$ cat src/rtl/frontend_uop_queue.sv
// frontend_uop_queue: decoupling FIFO between decode and rename/dispatch.
// Holds decoded uops with their operand, PC and BHR fields, presents the head
// entry first-word-fall-through, raises a skid-aware stall to the frontend
// and discards all contents on a resteer flush.
//
// Handshake: a transfer happens on a rising edge where valid & ready are both
// high. On the enqueue side enq_valid is the frontend's offer and the queue's
// ready is implicit (not full, or a dequeue in the same cycle). The frontend
// must honour stall_out within SKID uops. On the dequeue side deq_valid and
// the deq_* fields are stable once asserted until deq_ready takes the entry.
// Neither side's valid may depend combinationally on the other side's ready.
module frontend_uop_queue #(
   parameter int XLEN  = 32,
   parameter int DEPTH = 8,
   parameter int SKID  = 2,
   parameter int UOP_W = 8,
   parameter int BHR_W = 10
) (
   input  logic                       clk,
   input  logic                       rst,
   input  logic                       flush,
   input  logic                       enq_valid,
   input  logic [UOP_W-1:0]           enq_uop,
   input  logic                       enq_eoi,
   input  logic [4:0]                 enq_dr,
   input  logic [4:0]                 enq_sr1,
   input  logic [4:0]                 enq_sr2,
   input  logic [XLEN-1:0]            enq_imm,
   input  logic                       enq_use_imm,
   input  logic [XLEN-1:0]            enq_pc,
   input  logic                       enq_exception,
   input  logic [BHR_W-1:0]           enq_bhr,
   output logic                       stall_out,
   input  logic                       deq_ready,
   output logic                       deq_valid,
   output logic [UOP_W-1:0]           deq_uop,
   output logic                       deq_eoi,
   output logic [4:0]                 deq_dr,
   output logic [4:0]                 deq_sr1,
   output logic [4:0]                 deq_sr2,
   output logic [XLEN-1:0]            deq_imm,
   output logic                       deq_use_imm,
   output logic [XLEN-1:0]            deq_pc,
   output logic                       deq_exception,
   output logic [BHR_W-1:0]           deq_bhr,
   output logic [$clog2(DEPTH):0]     count,
   output logic                       overflow
);

   localparam int PTR_W = $clog2(DEPTH);
   localparam int CNT_W = PTR_W + 1;
   localparam int ENT_W = UOP_W + 1 + 5 + 5 + 5 + XLEN + 1 + XLEN + 1 + BHR_W;
   localparam logic [CNT_W-1:0] FULL_CNT  = CNT_W'(DEPTH);
   localparam logic [CNT_W-1:0] STALL_CNT = CNT_W'(DEPTH - SKID);

   logic [ENT_W-1:0] mem [DEPTH];
   logic [PTR_W-1:0] head;
   logic [PTR_W-1:0] tail;
   logic             not_empty;
   logic             is_full;
   logic             deq_fire;
   logic             enq_fire;
   logic [ENT_W-1:0] wr_ent;
   logic [ENT_W-1:0] rd_ent;

   assign not_empty = (count != '0);
   assign is_full   = (count == FULL_CNT);

   // A flush hides the head immediately so rename never takes a squashed uop.
   assign deq_valid = not_empty & ~flush;
   assign deq_fire  = deq_valid & deq_ready;
   assign enq_fire  = enq_valid & (~is_full | deq_fire) & ~flush;
   assign stall_out = (count >= STALL_CNT);

   assign wr_ent = {enq_uop, enq_eoi, enq_dr, enq_sr1, enq_sr2, enq_imm,
                    enq_use_imm, enq_pc, enq_exception, enq_bhr};

   // Head fields are zeroed while empty so stale storage never leaks out.
   assign rd_ent = not_empty ? mem[head] : '0;
   assign {deq_uop, deq_eoi, deq_dr, deq_sr1, deq_sr2, deq_imm,
           deq_use_imm, deq_pc, deq_exception, deq_bhr} = rd_ent;

   // Storage write: payload only, no reset needed since count gates reads.
   always_ff @(posedge clk) begin
      if (enq_fire) begin
         mem[tail] <= wr_ent;
      end
   end

   // Pointer and occupancy update; flush returns the queue to empty.
   always_ff @(posedge clk or posedge rst) begin
      if (rst) begin
         head  <= '0;
         tail  <= '0;
         count <= '0;
      end else if (flush) begin
         head  <= '0;
         tail  <= '0;
         count <= '0;
      end else begin
         if (enq_fire) begin
            tail <= tail + PTR_W'(1);
         end
         if (deq_fire) begin
            head <= head + PTR_W'(1);
         end
         count <= count + {{PTR_W{1'b0}}, enq_fire} - {{PTR_W{1'b0}}, deq_fire};
      end
   end

   // Sticky drop flag: an offered uop lost because the queue was full.
   always_ff @(posedge clk or posedge rst) begin
      if (rst) begin
         overflow <= 1'b0;
      end else if (enq_valid & is_full & ~deq_fire & ~flush) begin
         overflow <= 1'b1;
      end
   end

endmodule
$ cat config.mk
export PLATFORM = sky130hd
export DESIGN_NAME = frontend_uop_queue
export DESIGN_NICKNAME = d
export VERILOG_FILES = /design/src/rtl/frontend_uop_queue.sv
export SDC_FILE = /design/constraint.sdc
export NUM_CORES = 1
export LEC_CHECK = 0
export ABC_CLOCK_PERIOD_IN_PS = 25400
export CAP_MARGIN = 25
export CORE_MARGIN = 3
export CORE_UTILIZATION = 63
export CTS_CLUSTER_DIAMETER = 100
export CTS_CLUSTER_SIZE = 25
export DETAILED_ROUTE_END_ITERATION = 16
export PLACE_DENSITY = 0.95
export SLEW_MARGIN = 20
export SYNTH_ARGS = -nofsm -noshare
export SYNTH_HDL_FRONTEND = slang
export SYNTH_SLANG_ARGS = --single-unit
export TNS_END_PERCENT = 10
$ cat constraint.sdc
create_clock -name clk -period 25.4 [get_ports clk]
set_clock_uncertainty 0.05 [all_clocks]
set_input_delay 5.08 -clock clk [delete_from_list [all_inputs] [get_ports clk]]
set_output_delay 5.08 -clock clk [all_outputs]
set_load 0.05 [all_outputs]
==> impl_metrics.env <==
export IMPL_status="complete, no violations"
export IMPL_cp_max_fo=25
export IMPL_ys_seq_area_share_pct=78.5
export IMPL_pre_cts_ws_ns=13.29
export IMPL_multi_input_area_um2=6170
export IMPL_cts_resized_gates=0
export IMPL_dp_hpwl_um=33400
export IMPL_drive_gt1_share_pct=15.3
export IMPL_numCtsBuffers=38
export IMPL_fp_dieArea_um2=51800
export IMPL_synth_seq_cells=811
export IMPL_hp_class="reg2reg"
export IMPL_dp_cells=2078
export IMPL_fin_crit_ns=12.11
export IMPL_crit_path_start="flush"
export IMPL_clockRootBuffer="clkbuf_16"
export IMPL_powerDensity_nw_per_um2=95.3
export IMPL_holdBufCountCts=0
export IMPL_clk_path_buf_depth=3
export IMPL_cts_sinks=811
export IMPL_finalHoldViolCount=0
export IMPL_min_period_over_period_pct=47.7
export IMPL_cts_tree="yes"
export IMPL_cp_cell_sequence="clkdlybuf4s50_1 > nor2_1 > clkdlybuf4s50_1"
export IMPL_cp_common_cell="clkdlybuf4s50_1"
export IMPL_drtAntennaViolNets=0
export IMPL_peakVddDrop_uv=108
export IMPL_critical_path_class="in2out"
export IMPL_clk_pin_slew_worst_paths_ns=0.09
export IMPL_power_leakage_nw=10.8
export IMPL_clock_latency_ns=0.57
export IMPL_synthArstFlopShare_pct=1.36
export IMPL_maxClockFrequency_mhz=82.6
export IMPL_chipHeight_um=228
export IMPL_slew_headroom_pct=32.6
export IMPL_wl_per_cell_um=29.0
export IMPL_grt_ovfl_total=0
export IMPL_track_usage_pct=24.5
export IMPL_via_per_inst=6.54
export IMPL_total_power_mw=3.31
export IMPL_rsz0062_at_grt="no"
export IMPL_hold_slack_ns=0.458
export IMPL_setup_viol=0
export IMPL_fill_cells=2581
export IMPL_crit_arrival_ns=6.98
export IMPL_syn_num_nets=1371
export IMPL_syn_area_um2=31000
export IMPL_vias=14000
export IMPL_gp_congestion=0.725
export IMPL_min_delay_start="overflow"
export IMPL_core_area_um2=48100
export IMPL_slew_violations=0
export IMPL_drt_iter0_markers=1281
export IMPL_syn2layout_area_growth_pct=12.2
export IMPL_syn_inst=1256
export IMPL_nets=1579
export IMPL_htree_levels=2
export IMPL_finalSetupTns_ns=0
export IMPL_syn_avg_cell_area_um2=24.7
export IMPL_grt_pass1_wl_um=92900
export IMPL_start_util_pct=64.3
export IMPL_placed_cell_area_um2=33600
export IMPL_crit_slowest_cell="clkdlybuf4s50_1"
export IMPL_crit_buf_inv=2
export IMPL_io_pin_count=212
export IMPL_r2r_start="count[2]"
export IMPL_die_w_um=228
export IMPL_fin_cells=2140
export IMPL_cap_violations=0
export IMPL_critical_path_top_delay_family="buffers and inverters"
export IMPL_regArea_um2=24300
export IMPL_synth_ff_type="edfxtp_1"
export IMPL_cts_setup_buffers=0
export IMPL_synth_cell_types=40
export IMPL_fin_area_um2=34700
export IMPL_worstSetupEndpointType="output pin"
export IMPL_yosysWarnings=0
export IMPL_required_ns=20.27
export IMPL_rows=80
export IMPL_drt_pass1_iterations=6
export IMPL_synth_edf_count=800
export IMPL_slowest_delay_ns=0.83
export IMPL_grt_pass1_vias=14900
export IMPL_drc_errors=0
export IMPL_antenna_found_initial=9
export IMPL_portBuffers=211
export IMPL_worst_slew_pin_slew_ns=1.01
export IMPL_finalWorstSetupSlack_ns=13.29
export IMPL_start_kind="primary input"
export IMPL_grt_max_degree=73
export IMPL_final_util_pct=72.1
export IMPL_routed_wl_um=62100
==> final cells by class <==
| class | instances | share of cell area [%] |
|---|---|---|
| Multi-Input combinational cell | 369 | 17.8 |
| Clock buffer | 52 | 2.95 |
| Inverter | 7 | 0.0757 |
| Antenna cell | 6 | 0.0432 |
| Clock inverter | 2 | 0.0720 |
| Timing Repair Buffer | 237 | 6.76 |
| Tap cell | 656 | 2.36 |
| Sequential cell | 811 | 70.0 |
==> synthesized netlist by cell type (all sizes together) (2+ instances only) <==
master / count / area, um2
a21oi: 3 / 15.0
a22o: 100 / 876
buf: 39 / 354
clkbuf: 30 / 183
dfrtp: 11 / 275
edfxtp: 800 / 24000
ha: 9 / 113
inv: 7 / 26.3
mux2: 3 / 33.8
mux4: 200 / 4720
nand2: 3 / 11.3
nand2b: 3 / 18.8
nand3: 3 / 15.0
nor2: 11 / 41.3
nor2b: 5 / 31.3
nor3: 4 / 20.0
nor3b: 2 / 25.0
nor4: 2 / 12.5
nor4b: 2 / 17.5
o21ai: 5 / 25.0
or3b: 2 / 17.5
==> metal layers <==
metal	up-vias	wire length, um	global-route usage [%]
met3	115	4410	4.92
met1	7397	23000	31.8
met2	596	32800	42.3
li1	5875	-	-
met4	6	1820	8.34
met5	-	41	0
==> power by group <==
| group | internal [mW] | switching, mW |
|---|---|---|
| clock | 0.286 | 0.374 |
| sequential | 1.52 | 0.0362 |
| combinational | 0.420 | 0.676 |
| total | 2.22 | 1.09 |
==> worst paths after layout <==
check / endpoint / slack, ns / depth (start not counted)
worst max-delay path: deq_valid / 13.29 / 3
worst min-delay path: overflow / 0.46 / 1
worst max register to register: mem[4][60] / 21.23 / 7
worst min register to register: overflow / 0.46 / 1
max in group asynchronous: head[0] / 20.19 / 2
min in group asynchronous: head[1] / 4.76 / 2
==> flip-flops by register name (all words and copies together), names as in the netlist <==
signal    flops
mem         800
count         4
head          3
tail          3
overflow      1
==> kinds of logic (layout without fill, tap and decap cells) <==
group / Yosys count / count (layout) / share of synthesized area, %
compound gates: 111 / 111 / 3.03
xor+xnor: 1 / 1 / 0.0283
fa+ha+maj: 10 / 10 / 0.428
buf+inv: 76 / 298 / 1.82
flops: 811 / 811 / 78.5
mux: 204 / 204 / 15.4
other cells: 0 / 6 / 0
simple gates: 43 / 43 / 0.828
==> layout by cell type (no fill, tap or decap), drive strengths merged, types with 2 or more instances in the layout <==
cell             n
inv              8
nor2b            5
diode            6
nor3             4
dfrtp           11
a21oi            3
nor4b            2
nand2            3
clkdlybuf4s50  211
ha               9
nand3            3
buf             26
mux4           200
nor3b            2
mux2             3
o21ai            5
or3b             2
nand2b           3
a22o           100
edfxtp         800
nor4             2
nor2            11
clkbuf          52
Power figures use the tool's default switching activity.
